File: src/rtl/ha_iter_add_seq_if.sv
`default_nettype none
// +--------------------------------------------------------------------+
// | ha_iter_add_seq_if : operand / result handshake bundle             |
// | Rev 1.0                                                            |
// +--------------------------------------------------------------------+
interface ha_iter_add_seq_if #(
   parameter int N = 4
);
   localparam int ITER_W = $clog2(N + 1);

   logic              in_valid;
   logic              in_ready;
   logic [N-1:0]      a;
   logic [N-1:0]      b;
   logic              out_valid;
   logic              out_ready;
   logic [N-1:0]      sum;
   logic              cout;
   logic [ITER_W-1:0] iters;
   logic              busy;

   modport master (
      output in_valid, a, b, out_ready,
      input  in_ready, out_valid, sum, cout, iters, busy
   );

   modport slave (
      input  in_valid, a, b, out_ready,
      output in_ready, out_valid, sum, cout, iters, busy
   );
endinterface
`default_nettype wire

File: src/rtl/ha_iter_add_seq.sv
`default_nettype none
// +--------------------------------------------------------------------+
// | ha_iter_add_seq : iterative adder on a bitwise half-adder array    |
// | Rev 1.0                                                            |
// +--------------------------------------------------------------------+
module ha_iter_add_seq #(
   parameter int N = 4
) (
   input wire logic         clk,
   input wire logic         rst,
   ha_iter_add_seq_if.slave io
);
   localparam int ITER_W = $clog2(N + 1);

   localparam logic [1:0] S_IDLE = 2'd0;
   localparam logic [1:0] S_RUN  = 2'd1;
   localparam logic [1:0] S_DONE = 2'd2;

   logic [1:0]        r_state;
   logic [1:0]        w_next_state;
   logic [N-1:0]      r_x;
   logic [N-1:0]      r_y;
   logic              r_cacc;
   logic [ITER_W-1:0] r_cnt;
   logic [N-1:0]      r_sum;
   logic              r_cout;
   logic [ITER_W-1:0] r_iters;

   logic [N-1:0]      w_hs;
   logic [N-1:0]      w_hc;
   logic [N-1:0]      w_y_next;
   logic              w_y_zero;
   logic              w_accept;

   genvar gi;
   generate
      for (gi = 0; gi < N; gi++) begin : g_ha
         assign w_hs[gi] = r_x[gi] ^ r_y[gi];
         assign w_hc[gi] = r_x[gi] & r_y[gi];
      end
   endgenerate

   // The MSB carry leaves the word here; it is folded into r_cacc instead.
   assign w_y_next = {w_hc[N-2:0], 1'b0};
   assign w_y_zero = (r_y == '0);
   assign w_accept = io.in_valid && (r_state == S_IDLE);

   always_ff @(posedge clk or posedge rst) begin
      if (rst) begin
         r_state <= S_IDLE;
      end else begin
         r_state <= w_next_state;
      end
   end

   always_comb begin
      w_next_state = r_state;
      case (r_state)
         S_IDLE: if (w_accept) w_next_state = S_RUN;
         S_RUN:  if (w_y_zero) w_next_state = S_DONE;
         S_DONE: if (io.out_ready) w_next_state = S_IDLE;
         default: w_next_state = S_IDLE;
      endcase
   end

   always_comb begin
      io.in_ready  = (r_state == S_IDLE);
      io.busy      = (r_state == S_RUN);
      io.out_valid = (r_state == S_DONE);
   end

   always_ff @(posedge clk or posedge rst) begin
      if (rst) begin
         r_x     <= '0;
         r_y     <= '0;
         r_cacc  <= 1'b0;
         r_cnt   <= '0;
         r_sum   <= '0;
         r_cout  <= 1'b0;
         r_iters <= '0;
      end else begin
         case (r_state)
            S_IDLE: begin
               if (w_accept) begin
                  r_x    <= io.a;
                  r_y    <= io.b;
                  r_cacc <= 1'b0;
                  r_cnt  <= '0;
               end
            end
            S_RUN: begin
               if (!w_y_zero) begin
                  r_x    <= w_hs;
                  r_y    <= w_y_next;
                  r_cacc <= r_cacc | w_hc[N-1];
                  r_cnt  <= r_cnt + ITER_W'(1);
               end else begin
                  r_sum   <= r_x;
                  r_cout  <= r_cacc;
                  r_iters <= r_cnt;
               end
            end
            default: begin
            end
         endcase
      end
   end

   assign io.sum   = r_sum;
   assign io.cout  = r_cout;
   assign io.iters = r_iters;
endmodule
`default_nettype wire

File: src/flat_wrapper.sv
// flat-port wrapper written by rule: the top's interface ports become plain ports
module ha_iter_add_seq_flat 
#(
   parameter int N = 4
)
  (clk, rst, io_in_valid, io_a, io_b, io_out_ready, io_in_ready, io_out_valid, io_sum, io_cout, io_iters, io_busy);
  ha_iter_add_seq_if #(.N(N)) io_i ();
  input wire logic clk;
  input wire logic rst;
  input wire logic [$bits(io_i.in_valid)-1:0] io_in_valid;
  input wire logic [$bits(io_i.a)-1:0] io_a;
  input wire logic [$bits(io_i.b)-1:0] io_b;
  input wire logic [$bits(io_i.out_ready)-1:0] io_out_ready;
  output wire logic [$bits(io_i.in_ready)-1:0] io_in_ready;
  output wire logic [$bits(io_i.out_valid)-1:0] io_out_valid;
  output wire logic [$bits(io_i.sum)-1:0] io_sum;
  output wire logic [$bits(io_i.cout)-1:0] io_cout;
  output wire logic [$bits(io_i.iters)-1:0] io_iters;
  output wire logic [$bits(io_i.busy)-1:0] io_busy;
  assign io_i.in_valid = io_in_valid;
  assign io_i.a = io_a;
  assign io_i.b = io_b;
  assign io_i.out_ready = io_out_ready;
  assign io_in_ready = io_i.in_ready;
  assign io_out_valid = io_i.out_valid;
  assign io_sum = io_i.sum;
  assign io_cout = io_i.cout;
  assign io_iters = io_i.iters;
  assign io_busy = io_i.busy;
  ha_iter_add_seq #(.N(N)) u_core (.clk(clk), .rst(rst), .io(io_i));
endmodule
File: config.mk
export PLATFORM = sky130hd
export DESIGN_NAME = ha_iter_add_seq_flat
export DESIGN_NICKNAME = d
export VERILOG_FILES = /design/src/rtl/ha_iter_add_seq_if.sv /design/src/rtl/ha_iter_add_seq.sv /design/src/flat_wrapper.sv
export SDC_FILE = /design/constraint.sdc
export NUM_CORES = 1
export LEC_CHECK = 0
export CORE_MARGIN = 4
export CORE_UTILIZATION = 52
export CTS_CLUSTER_DIAMETER = 200
export CTS_CLUSTER_SIZE = 12
export DETAILED_ROUTE_END_ITERATION = 12
export PLACE_DENSITY = 0.84
export SYNTH_ARGS = -nofsm -noshare
export SYNTH_HDL_FRONTEND = slang
export SYNTH_SLANG_ARGS = --single-unit
export TNS_END_PERCENT = 30
File: constraint.sdc
create_clock -name clk -period 3.5 [get_ports clk]
set_input_delay 0.7 -clock clk [delete_from_list [all_inputs] [get_ports clk]]
set_output_delay 0.7 -clock clk [all_outputs]
set_load 0.01 [all_outputs]
After elaboration in Yosys (flattened, before gate mapping)
Index checks and enable logic that the tools add are counted.
{ "op_classes": {"addsub": 1, "n_reduce_logical": 7, "bitwise_logic": 9, "mux": 16, "n_eq_ne": 6} }
{ "op_table": {"columns": ["cell", "count"], "rows": [
  ["$mux 4", 4],
  ["$pmux 4 s2", 2],
  ["$mux 2", 3],
  ["$mux 3", 2],
  ["$pmux 2 s3", 1],
  ["$pmux 3 s2", 1],
  ["$reduce_and 3->1", 2],
  ["$and 1x1->1", 4],
  ["$logic_not 4->1", 1],
  ["$ne 2x1->1 const B", 2],
  ["$ne 2x2->1 const B", 2],
  ["$xor 1x1->1", 4],
  ["$add 3x1->3 const B", 1],
  ["$eq 2x1->1 const B", 1],
  ["$eq 2x2->1 const B", 1],
  ["$logic_not 2->1", 1],
  ["$mux 1", 2],
  ["$pmux 1 s2", 1],
  ["$reduce_and 2->1", 1],
  ["$reduce_bool 2->1", 1],
  ["$logic_and 1x1->1", 1],
  ["$or 1x1->1", 1]
]} }
{ "totals": {"output_inout_bits": 11, "regBits": 22} }

Depth between registers and ports, before layout
{ "logic_depth": {"ltp_word": 4, "mapped_depth": 5} }

Worst setup path before layout
OpenSTA, ideal clock, no wires.
{ "synth_timing": {"kind": "input to register", "start": "input port io_in_valid", "end": "register u_core.r_y[1]", "path_buffers": 0, "stages": 3, "slack_ns": 1.869, "arrival_ns": 1.509, "path_cell_list": "nor3b_1 -> or2b_2 -> o221a_2"} }
{ "synth_via": {"elab_chain_len": 3} }
{ "synth_lines": {"columns": ["item", "line_no", "source"], "rows": [
  ["start, declared", "flat_wrapper.sv:10", "input wire logic [$bits(io_i.in_valid)-1:0] io_in_valid;"],
  ["$logic_and 1x1->1", "ha_iter_add_seq.sv:46", "assign w_accept = io.in_valid && (r_state == S_IDLE);"],
  ["$ne 2x1->1 (no source line)", null, null],
  ["$reduce_and 3->1 (no source line)", null, null],
  ["end signal, assigned", "ha_iter_add_seq.sv:86", "r_y <= io.b;"],
  ["end signal, assigned", "ha_iter_add_seq.sv:94", "r_y <= w_y_next;"],
  ["end, declared", "ha_iter_add_seq.sv:22", "logic [N-1:0] r_y;"]
]} }
No other way between the ends.
A chain may end at the register's enable or synchronous reset.

Final worst setup path
{ "layout_timing": {"start": "register u_core.r_state[1]", "end": "output port io_busy"} }
{ "layout_via": {"elab_chain_len": 1} }
{ "layout_lines": {"columns": ["item", "line_no", "source"], "rows": [
  ["start, declared", "ha_iter_add_seq.sv:19", "logic [1:0] r_state;"],
  ["start signal, assigned", "ha_iter_add_seq.sv:52", "r_state <= w_next_state;"],
  ["$eq 2x1->1", "ha_iter_add_seq.sv:68", "io.busy = (r_state == S_RUN);"],
  ["end, declared", "flat_wrapper.sv:19", "output wire logic [$bits(io_i.busy)-1:0] io_busy;"]
]} }
No other way between the ends.

==> impl_metrics.env <==
export IMPL_routabilityCongestion=0.756
export IMPL_htree_levels=1
export IMPL_drive_above_1_share_pct=22.8
export IMPL_dp_hpwl_um=1330
export IMPL_drv_cap=0
export IMPL_diodes=0
export IMPL_io_buffer_count=22
export IMPL_die_w_um=52.3
export IMPL_ys_ff_latch=22
export IMPL_hold_path_class="flip-flop to flip-flop"
export IMPL_wirelength_um=1840
export IMPL_viasPerCell=5.44
export IMPL_syn_nets=94
export IMPL_worstReg2RegStart="u_core.r_state[0]$_DFFE_PP0P_"
export IMPL_die_h_um=52.3
export IMPL_synthToLayoutAreaGrowth_pct=25.7
export IMPL_drt_pass1_iterations=4
export IMPL_path_cells="nand2b_1, inv_1, clkdlybuf4s50_1"
export IMPL_rows=15
export IMPL_path_max_fanout=7
export IMPL_place_area_mm2=0.00126
export IMPL_syn_area_mm2=0.00102
export IMPL_use_met3_pct=2.56
export IMPL_fin_area_mm2=0.00128
export IMPL_grt_pass1_wl_um=3080
export IMPL_crit_buf_inv=2
export IMPL_ctsLongestPathBuffers=2
export IMPL_wire_per_inst_um=14.6
export IMPL_grt_overflow_total=0
export IMPL_yosysSeqAreaShare_pct=53.9
export IMPL_slew_violations=0
export IMPL_synth_warning_count=0
export IMPL_crit_slowest_cell="clkdlybuf4s50_1"
export IMPL_tightest_slew_ns=0.837
export IMPL_slew_limit_headroom_pct=44.1
export IMPL_yosys_area_top_type="dfrtp_1"
export IMPL_syn_avg_cell_area_um2=13.3
export IMPL_fin_skew_ns=0.00602
export IMPL_core_area_mm2=0.00180
export IMPL_tritoncts="done"
export IMPL_drt_initial_drc_count=4
export IMPL_clk_insertion_delay_late_ns=0.30
export IMPL_ys_top_cells_by_count="dfrtp_1 (22), mux2_2 (8), o221a_2 (7)"
export IMPL_drc_errors=0
export IMPL_netlist_instances=77
export IMPL_cp_end_kind="primary output"
export IMPL_fin_crit_sh_pct=68.1
export IMPL_min_period_ns=2.38
export IMPL_route_vias_total=685
export IMPL_cts_resized=0
export IMPL_status="finished clean"
export IMPL_fill_cells=141
export IMPL_setup_viol_count_final=0
export IMPL_ir_drop_v=0.000536
export IMPL_grt_max_degree=23
export IMPL_required_ns=2.80
export IMPL_synth_edf_count=0
export IMPL_initial_utilization_pct=56.7
export IMPL_clk_pin_slew_ns=0.12
export IMPL_synth_most_common_cell="dfrtp_1"
export IMPL_crit_type="flip-flop to primary output"
export IMPL_fin_nets=120
export IMPL_timing_critical_path_max_delay_family="buffers and inverters"
export IMPL_clock_sinks=22
export IMPL_hold_viol_final=0
export IMPL_dieArea_mm2=0.00274
export IMPL_crit_arrival_ns=1.68
export IMPL_ioPinCount=23
export IMPL_cellLeakagePower_nw=0.567
export IMPL_ctsRootBufferMaster="clkbuf_4"
export IMPL_hp_start="u_core.r_cacc$_DFFE_PP0P_"
export IMPL_crit_path_start="u_core.r_state[1]$_DFFE_PP0P_"
export IMPL_met2_usage_pct=24.2
export IMPL_setup_tns_ns=0
export IMPL_grt_pass1_vias=636
export IMPL_antenna_found_initial=0
export IMPL_synth_top_area_share_pct=53.9
export IMPL_synthArstFlopShare_pct=100
export IMPL_synth_area_leaders="dfrtp_1 (54%), mux2_2 (8.8%), o221a_2 (7.7%)"
export IMPL_post_cts_buffers=0
export IMPL_antenna_left=0
export IMPL_ys_types=21
export IMPL_use_met1_pct=21.6
export IMPL_start_kind="flip-flop"
export IMPL_cts_buffers=3
export IMPL_track_usage_pct=15.9
export IMPL_fin_hold_ws_ns=0.495
export IMPL_grt_setup_unrepaired="false"
export IMPL_fmax_mhz=420
export IMPL_ctsHoldBuffers=0
export IMPL_grt_busiest_layer="met2"
export IMPL_slowest_delay_ns=0.57
export IMPL_ys_flop_type="dfrtp_1"
export IMPL_powerDensity_mw_per_mm2=927
-- metrics by stage --
stage | instances | util [%] | power (W) | setup slack (ns)
3_3_place_gp | 123 | 70.1 | 0.00106 | 1.18
3_5_place_dp | 123 | 70.1 | 0.00109 | 1.11
6_report | 126 | 71.3 | 0.00119 | 1.12
2_1_floorplan | 77 | - | 0.000883 | 1.87
4_1_cts | 126 | 71.3 | 0.00121 | 1.10
5_1_grt | 126 | 71.3 | 0.00129 | 1.03
-- worst min-delay path: cells and delay by family (launching register included) --
family,cells,cell delay [ns]
AOI/OAI and AO/OA,1,0.06
DFF,1,0.36
and+or+nand+nor,1,0.04
-- power breakdown --
group          internal [W]  total [W]  switching (W)
combinational      0.000340   0.000591       0.000251
clock             0.0000401   0.000111      0.0000711
sequential         0.000383   0.000490       0.000107
total              0.000762    0.00119       0.000429
-- cells in the final DEF (no fill, tap or decap) --
| cell type | synthesis | layout |
|---|---|---|
| clkbuf_4 | 0 | 3 |
| clkdlybuf4s50_1 | 0 | 22 |
| mux2_2 | 8 | 8 |
| o211ai_1 | 2 | 2 |
| nand2b_1 | 3 | 3 |
| nor4_4 | 1 | 1 |
| inv_1 | 5 | 5 |
| mux2i_1 | 1 | 1 |
| or3b_1 | 1 | 1 |
| o21ai_0 | 4 | 4 |
| ha_1 | 5 | 5 |
| o21ai_2 | 1 | 1 |
| or2b_1 | 5 | 5 |
| dfrtp_1 | 22 | 22 |
| or2b_2 | 2 | 2 |
| o31ai_1 | 1 | 1 |
| nor2_1 | 2 | 2 |
| nor3b_1 | 1 | 1 |
| nand2_4 | 1 | 1 |
| o221a_2 | 7 | 7 |
| nand2_1 | 3 | 3 |
| nand3b_1 | 1 | 1 |
-- kinds of logic (layout without fill, tap and decap cells) --
family                   after synthesis  after routing  share of synthesized area [%]
AND/OR/NAND/NOR                       20             20                           14.6
buffers and inverters                  6             30                           2.94
multiplexers                           9              9                           9.79
flip-flops                            22             22                           53.9
AO/OA/AOI/OAI                         15             15                           12.7
adder cells (fa/ha/maj)                5              5                           6.12
-- layout make-up --
cell class	count	area, um2	share of cell area (%)
Timing Repair Buffer	22	220	17.1
Inverter	5	18.8	1.46
Tap cell	25	31.3	2.43
Multi-Input combinational cell	49	442	34.4
Sequential cell	22	551	42.8
Clock buffer	3	22.5	1.75
-- per-layer routing --
metal | share of wire [%] | wire, um
met1 | 44 | 814
met4 | 1.1 | 21
met3 | 5.2 | 96
met2 | 49 | 911
met5 | 0 | 0
-- worst paths after layout --
kind,depth (start not counted),endpoint,slack (ns)
setup / recovery,3,io_busy,1.12
hold / removal,2,u_core.r_cacc$_DFFE_PP0P_,0.49
setup reg to reg,3,u_core.r_y[1]$_DFFE_PP0P_,1.84
hold reg to reg,2,u_core.r_cacc$_DFFE_PP0P_,0.49
max in group asynchronous,2,u_core.r_x[2]$_DFFE_PP0P_,2.11
min in group asynchronous,2,u_core.r_cnt[2]$_DFFE_PP0P_,0.87
-- flip-flops by register name, indices dropped and copies added (netlist names) --
signal           flops
u_core.r_cacc        1
u_core.r_y           4
u_core.r_x           4
u_core.r_state       2
u_core.io.sum        4
u_core.io.cout       1
u_core.r_cnt         3
u_core.io.iters      3
(Power assumes the default switching activity.)
